--- src/rtl/dma_pkg.sv ---
// dma_pkg: shared DMA burst/aligner types, widths and the burst-splitter FSM encoding.
package dma_pkg;
    localparam int DMA_DATA_WIDTH   = 512;
    localparam int DMA_ADDR_WIDTH   = 32;
    localparam int DMA_STRB_WIDTH   = DMA_DATA_WIDTH / 8;
    localparam int DMA_OFFSET_WIDTH = $clog2(DMA_STRB_WIDTH);
    localparam int BOUNDARY_4K      = 4096;

    typedef logic [7:0]                  axi_len_t;
    typedef logic [DMA_OFFSET_WIDTH-1:0] bytes_offset_t;
    typedef logic [DMA_ADDR_WIDTH-1:0]   dma_addr_t;

    typedef struct packed {
        dma_addr_t     addr;
        axi_len_t      alen;
        bytes_offset_t head;
        bytes_offset_t tail;
    } s_dma_burst_req_t;

    typedef struct packed {
        bytes_offset_t head;
        bytes_offset_t tail;
        axi_len_t      alen;
        logic          valid;
    } s_dma_aligner_req_t;

    typedef enum logic [1:0] {BURST_IDLE, BURST_CALC, BURST_REQ, BURST_DONE} burst_state_e;
endpackage

--- src/rtl/dma_burst_calc.sv ---
// dma_burst_calc: sizes the next INCR burst from {addr, rem}, limited by MAX_BEATS, 4 KiB and rem.
module dma_burst_calc
    import dma_pkg::*;
#(
    parameter int DATA_WIDTH = 512,
    parameter int ADDR_WIDTH = 32,
    parameter int LEN_WIDTH  = 32,
    parameter int MAX_BEATS  = 16
) (
    input  logic [ADDR_WIDTH-1:0] addr,
    input  logic [LEN_WIDTH-1:0]  rem,
    output logic [LEN_WIDTH-1:0]  n,
    output axi_len_t              alen,
    output bytes_offset_t         head,
    output bytes_offset_t         tail,
    output logic [ADDR_WIDTH-1:0] aligned_addr
);
    localparam int StrbWidth   = DATA_WIDTH / 8;
    localparam int OffsetWidth = $clog2(StrbWidth);
    localparam int W           = LEN_WIDTH + 1;

    logic [OffsetWidth-1:0] off;
    logic [W-1:0] rem_w, b4k, bmax, n_a, n_w, end_w;

    assign off   = addr[OffsetWidth-1:0];
    assign rem_w = {1'b0, rem};
    assign b4k   = W'(BOUNDARY_4K) - W'(addr[11:0]);
    assign bmax  = W'(MAX_BEATS * StrbWidth) - W'(off);
    assign n_a   = rem_w < b4k ? rem_w : b4k;
    assign n_w   = n_a < bmax ? n_a : bmax;
    assign end_w = W'(off) + n_w;

    assign n            = n_w[LEN_WIDTH-1:0];
    assign alen         = axi_len_t'(((end_w + W'(StrbWidth - 1)) >> OffsetWidth) - W'(1));
    assign head         = bytes_offset_t'(off);
    // Bytes unused in the last beat: distance from the end pointer up to the next beat boundary.
    assign tail         = bytes_offset_t'(-end_w[OffsetWidth-1:0]);
    assign aligned_addr = addr & ~ADDR_WIDTH'(StrbWidth - 1);
endmodule

--- src/rtl/dma_burst_splitter.sv ---
// dma_burst_splitter: splits one descriptor side into AXI4 INCR bursts with aligner info pulses.
// Optional DMA_BURST_SPLITTER_STATS_EN adds saturating burst/stall counters.
module dma_burst_splitter
    import dma_pkg::*;
#(
    parameter int DATA_WIDTH = 512,
    parameter int ADDR_WIDTH = 32,
    parameter int LEN_WIDTH  = 32,
    parameter int MAX_BEATS  = 16
) (
    input  logic                  clk,
    input  logic                  rst,
    input  logic                  clear_i,
    input  logic                  go_i,
    input  logic [ADDR_WIDTH-1:0] addr_i,
    input  logic [LEN_WIDTH-1:0]  len_i,
    output logic                  req_valid_o,
    input  logic                  req_ready_i,
    output s_dma_burst_req_t      req_o,
    output s_dma_aligner_req_t    info_o,
    output logic                  busy_o,
    output logic                  done_o
`ifdef DMA_BURST_SPLITTER_STATS_EN
    ,
    output logic [31:0]           burst_cnt_o,
    output logic [31:0]           stall_cnt_o
`endif
);
    burst_state_e state_q, state_d;
    logic [ADDR_WIDTH-1:0] addr_q, c_addr;
    logic [LEN_WIDTH-1:0]  rem_q, c_n;
    axi_len_t              c_alen;
    bytes_offset_t         c_head, c_tail;
    s_dma_burst_req_t      req_q;
    logic                  accept;

    dma_burst_calc #(
        .DATA_WIDTH(DATA_WIDTH),
        .ADDR_WIDTH(ADDR_WIDTH),
        .LEN_WIDTH (LEN_WIDTH),
        .MAX_BEATS (MAX_BEATS)
    ) u_calc (
        .addr        (addr_q),
        .rem         (rem_q),
        .n           (c_n),
        .alen        (c_alen),
        .head        (c_head),
        .tail        (c_tail),
        .aligned_addr(c_addr)
    );

    always_comb begin
        state_d = state_q;
        case (state_q)
            BURST_IDLE: state_d = go_i ? (len_i == '0 ? BURST_DONE : BURST_CALC) : BURST_IDLE;
            BURST_CALC: state_d = BURST_REQ;
            BURST_REQ:  state_d = req_ready_i ? (rem_q == '0 ? BURST_DONE : BURST_CALC) : BURST_REQ;
            default:    state_d = BURST_IDLE;
        endcase
    end

    // rem_q already excludes the burst in flight, so it decides CALC vs DONE on accept.
    always_ff @(posedge clk) begin
        if (rst || clear_i) begin
            state_q <= BURST_IDLE;
            addr_q  <= '0;
            rem_q   <= '0;
            req_q   <= '0;
        end else begin
            state_q <= state_d;
            if (state_q == BURST_IDLE && go_i) begin
                addr_q <= addr_i;
                rem_q  <= len_i;
            end
            if (state_q == BURST_CALC) begin
                req_q  <= '{addr: c_addr, alen: c_alen, head: c_head, tail: c_tail};
                addr_q <= addr_q + ADDR_WIDTH'(c_n);
                rem_q  <= rem_q - c_n;
            end
        end
    end

    assign req_valid_o = state_q == BURST_REQ;
    assign accept      = req_valid_o & req_ready_i;
    assign req_o       = req_q;
    assign info_o      = '{head: req_q.head, tail: req_q.tail, alen: req_q.alen, valid: accept};
    assign busy_o      = state_q != BURST_IDLE;
    assign done_o      = state_q == BURST_DONE;

`ifdef DMA_BURST_SPLITTER_STATS_EN
    always_ff @(posedge clk) begin
        if (rst || clear_i) begin
            burst_cnt_o <= '0;
            stall_cnt_o <= '0;
        end else begin
            if (accept && burst_cnt_o != '1) burst_cnt_o <= burst_cnt_o + 32'd1;
            if (req_valid_o && !req_ready_i && stall_cnt_o != '1) stall_cnt_o <= stall_cnt_o + 32'd1;
        end
    end
`endif
endmodule

--- config.mk ---
export PLATFORM = sky130hd
export DESIGN_NAME = dma_burst_splitter
export DESIGN_NICKNAME = d
export VERILOG_FILES = /design/src/rtl/dma_pkg.sv /design/src/rtl/dma_burst_calc.sv /design/src/rtl/dma_burst_splitter.sv
export SDC_FILE = /design/constraint.sdc
export NUM_CORES = 1
export LEC_CHECK = 0
export BUFFER_PORTS_ARGS = -buffer_cell sky130_fd_sc_hd__buf_2
export CAP_MARGIN = 20
export CORE_MARGIN = 2
export CORE_UTILIZATION = 60
export CTS_CLUSTER_DIAMETER = 80
export DETAILED_ROUTE_END_ITERATION = 8
export HOLD_SLACK_MARGIN = 0.02
export PLACE_DENSITY_LB_ADDON = 0.3
export SETUP_SLACK_MARGIN = 0.5
export SLEW_MARGIN = 25
export SYNTH_ARGS = -nofsm -noshare
export SYNTH_HDL_FRONTEND = slang
export SYNTH_SLANG_ARGS = --single-unit
--- constraint.sdc ---
create_clock -name clk -period 22.5 [get_ports clk]
set_clock_uncertainty 0.2 [all_clocks]
set_input_delay 3.375 -clock clk [delete_from_list [all_inputs] [get_ports clk]]
set_output_delay 3.375 -clock clk [all_outputs]
set_load 0.05 [all_outputs]
==> metrics <==
outcome=finished, final reports clean; setup ws final=12980 ps; combinational power share=0.491; number of flops mapped to enable cells by yosys=0; Most used DFF post-synth=dfxtp_1; share of layout cells above drive strength 1=0.139; Antenna Cells=0; max_cap viols=0; Slew Limit Fails=0; Std-Cell Rows=46; slowest cell delay on critical path=570 ps; core footprint=15800 um2; Setup violations, final=0; Hold Path Class=reg2reg; DR vias=9641; Period minus WS final=9520 ps; die width=approximately 130 um; Top cell by count, worst path=ha_1; Avg Inst Size Synth=around 7.5 um2; post-synthesis sequential area ratio=0.233; Post-Syn Instances=1287; VDD IR max=44.3 uV; critical path class=reg2reg; leading post-synthesis cells by cell area=dfxtp_1 23%, ha_1 11%, nand2_1 9.9%; asr flop ratio synth=0; source of the worst hold timing path=req_o[46]$_SDFFE_PP0P_; Layout area overhead=10.3%; Final nets=1558; Leakage=roughly 5 nW; cell taking the most area after synthesis=dfxtp_1; clock share of power=0.228; Post-Syn Area=9620 um2; TritonCTS clock tree=built; Least-Margin Pin Slew=about 800 ps; Pre-antenna DRT Iters=7; switching share of total power=0.423; Critical Path End Type=flop; GR met3 Demand/Resource=0.0476; hold-fix buffers at CTS=0; multi-input logic area=6850 um2; io pins=145; final period utilization=0.423; Post-route DRC=0; drt via density=5.95; CP Max Fanout=21; Hold WS=253 ps; Data arrival, critical path=9600 ps; Clock Latency Late Sink=360 ps; Fin. Hold Viols=0; FF+latch count, synth=about 110; Final ANT Viol Nets=0; Fillers=approximately 1500; Num CTS Buffers=9; first-pass GRT wire length=42900 um; slowest stage cell, crit path=mux2i_2; Pint=0.440 mW; yosys warns=0; H-tree levels=3; sequential share of power=0.281; DP Wirelength=19700 um; met1 usage=0.413; Clock Path Buffers=2; Die Y=131 um; Setup Buffers After CTS=0; Startpoint Class=flop; post-place setup slack=12930 ps; IO Port Bufs=~140; placer congestion estimate=1.02; register area=between 2000 and 2500 um2; Synth top cells by count=253 x nand2_1, 112 x dfxtp_1, 108 x a21oi_1; RSZ-0062 raised after global routing=no; Initial Util=0.610; Slew Limit Headroom=0.437; grt ovf=0; CTS root buffer=clkbuf_16; DIE AREA=17100 um2; vias in the first global route=8720; number of antenna violations at the first check in global routing=0; most frequent cell after synthesis=nand2_1; synth unique cells=80; f_max=105 MHz; top cell type's share of synthesized area=0.233; layer with the highest usage=met2; Initial DRC Count=794; Routed WL=between 20000 and 30000 um; pwr dens=71.8 nW/um2; Setup crit start=addr_q[1]$_SDFFE_PP0P_; Clock Sinks=approximately 110; post-CTS sizing=0; reg-to-reg critical path startpoint=addr_q[1]$_SDFFE_PP0P_; Post-Route Setup TNS=0 ps; all-layer global routing usage=0.311; CP Data Required Time=22580 ps; GR Util met2=0.517; NetSw=0.322 mW; routed len/inst=16.3 um; Worst-path clk slew=~80 ps; largest net degree at the start of global routing=76
==> path summary, 6_finish.rpt <==
| path | cells past startpoint | slack (ps) | end |
|---|---|---|---|
| max | 36 | 12980 | info_o[5]$_SDFFE_PP0P_ |
| min | 2 | 250 | req_o[46]$_SDFFE_PP0P_ |
| min reg2reg | 2 | 250 | req_o[46]$_SDFFE_PP0P_ |
| max reg2reg | 36 | 12980 | info_o[5]$_SDFFE_PP0P_ |
==> worst max-delay path: cells and delay by family (launching register included) <==
family	cells	cell delay (ps)
compound gates	10	2400
flops	1	380
buf+inv	3	550
mux	2	970
simple gates	14	3110
fa+ha+maj	5	1600
xor+xnor	2	220
==> routing by layer <==
| metal | vias to the layer above | part of all wire | wire length (um) |
|---|---|---|---|
| met2 | 325 | 0.47 | 12400 |
| met4 | 0 | 0.030 | 793 |
| li1 | 4785 | - | - |
| met1 | 4476 | 0.45 | 11900 |
| met5 | - | 0 | 0 |
| met3 | 55 | 0.053 | 1400 |
==> cells by family after synthesis <==
group | count (synthesis) | synth area share
other | 2 | 0.000781
adder cells (fa/ha/maj) | 90 | 0.119
AO/OA/AOI/OAI | 357 | 0.253
flip-flops | 112 | 0.233
multiplexers | 25 | 0.0297
buffers and inverters | 138 | 0.0742
AND/OR/NAND/NOR | 502 | 0.235
XOR/XNOR | 61 | 0.0556
==> state kept, by name, summed over array words and instances, names as in the netlist <==
signal   cells
addr_q      32
rem_q       32
req_o       26
info_o      20
state_q      2
==> final cells by class <==
class | instances | area share
clock buffer | 10 | 0.0216
clock inverter | 6 | 0.00779
inverter | 51 | 0.0181
multi-input combinational | 1081 | 0.646
sequential | 112 | 0.211
tap | 216 | 0.0255
timing repair buffer | 144 | 0.0694
==> stage by stage <==
step                      cell area [um2]  instances  utilization  power, mW
after global routing                10600       1620        0.672      0.810
final                               10600       1620        0.672      0.761
after detailed placement            10300       1604        0.652      0.582
after CTS                           10600       1620        0.672      0.754
after global placement              10300       1604        0.652      0.578
after floorplan                      9780       1331            -      0.510
==> cells in the final DEF, fill, tap and decap left out, types with 24 or more instances in the layout <==
cell and instances:
nand2_1 253, buf_2 138, dfxtp_1 112, a21oi_1 108
nor2_1 96, ha_1 88, inv_1 51, conb_1 46
o21ai_0 44, a311oi_1 39, a21o_1 38, xnor2_1 35
nand3_1 27, xor2_1 26, nor3_1 24
==> power by group through the flow <==
stage          combinational [mW]  clock (mW)  sequential [mW]
6_report                    0.374       0.173            0.214
5_1_grt                     0.412       0.183            0.215
4_1_cts                     0.366       0.175            0.214
3_5_place_dp                0.363           0            0.218
3_3_place_gp                0.360           0            0.218
2_1_floorplan               0.291           0            0.218
(Power assumes the default switching activity.)
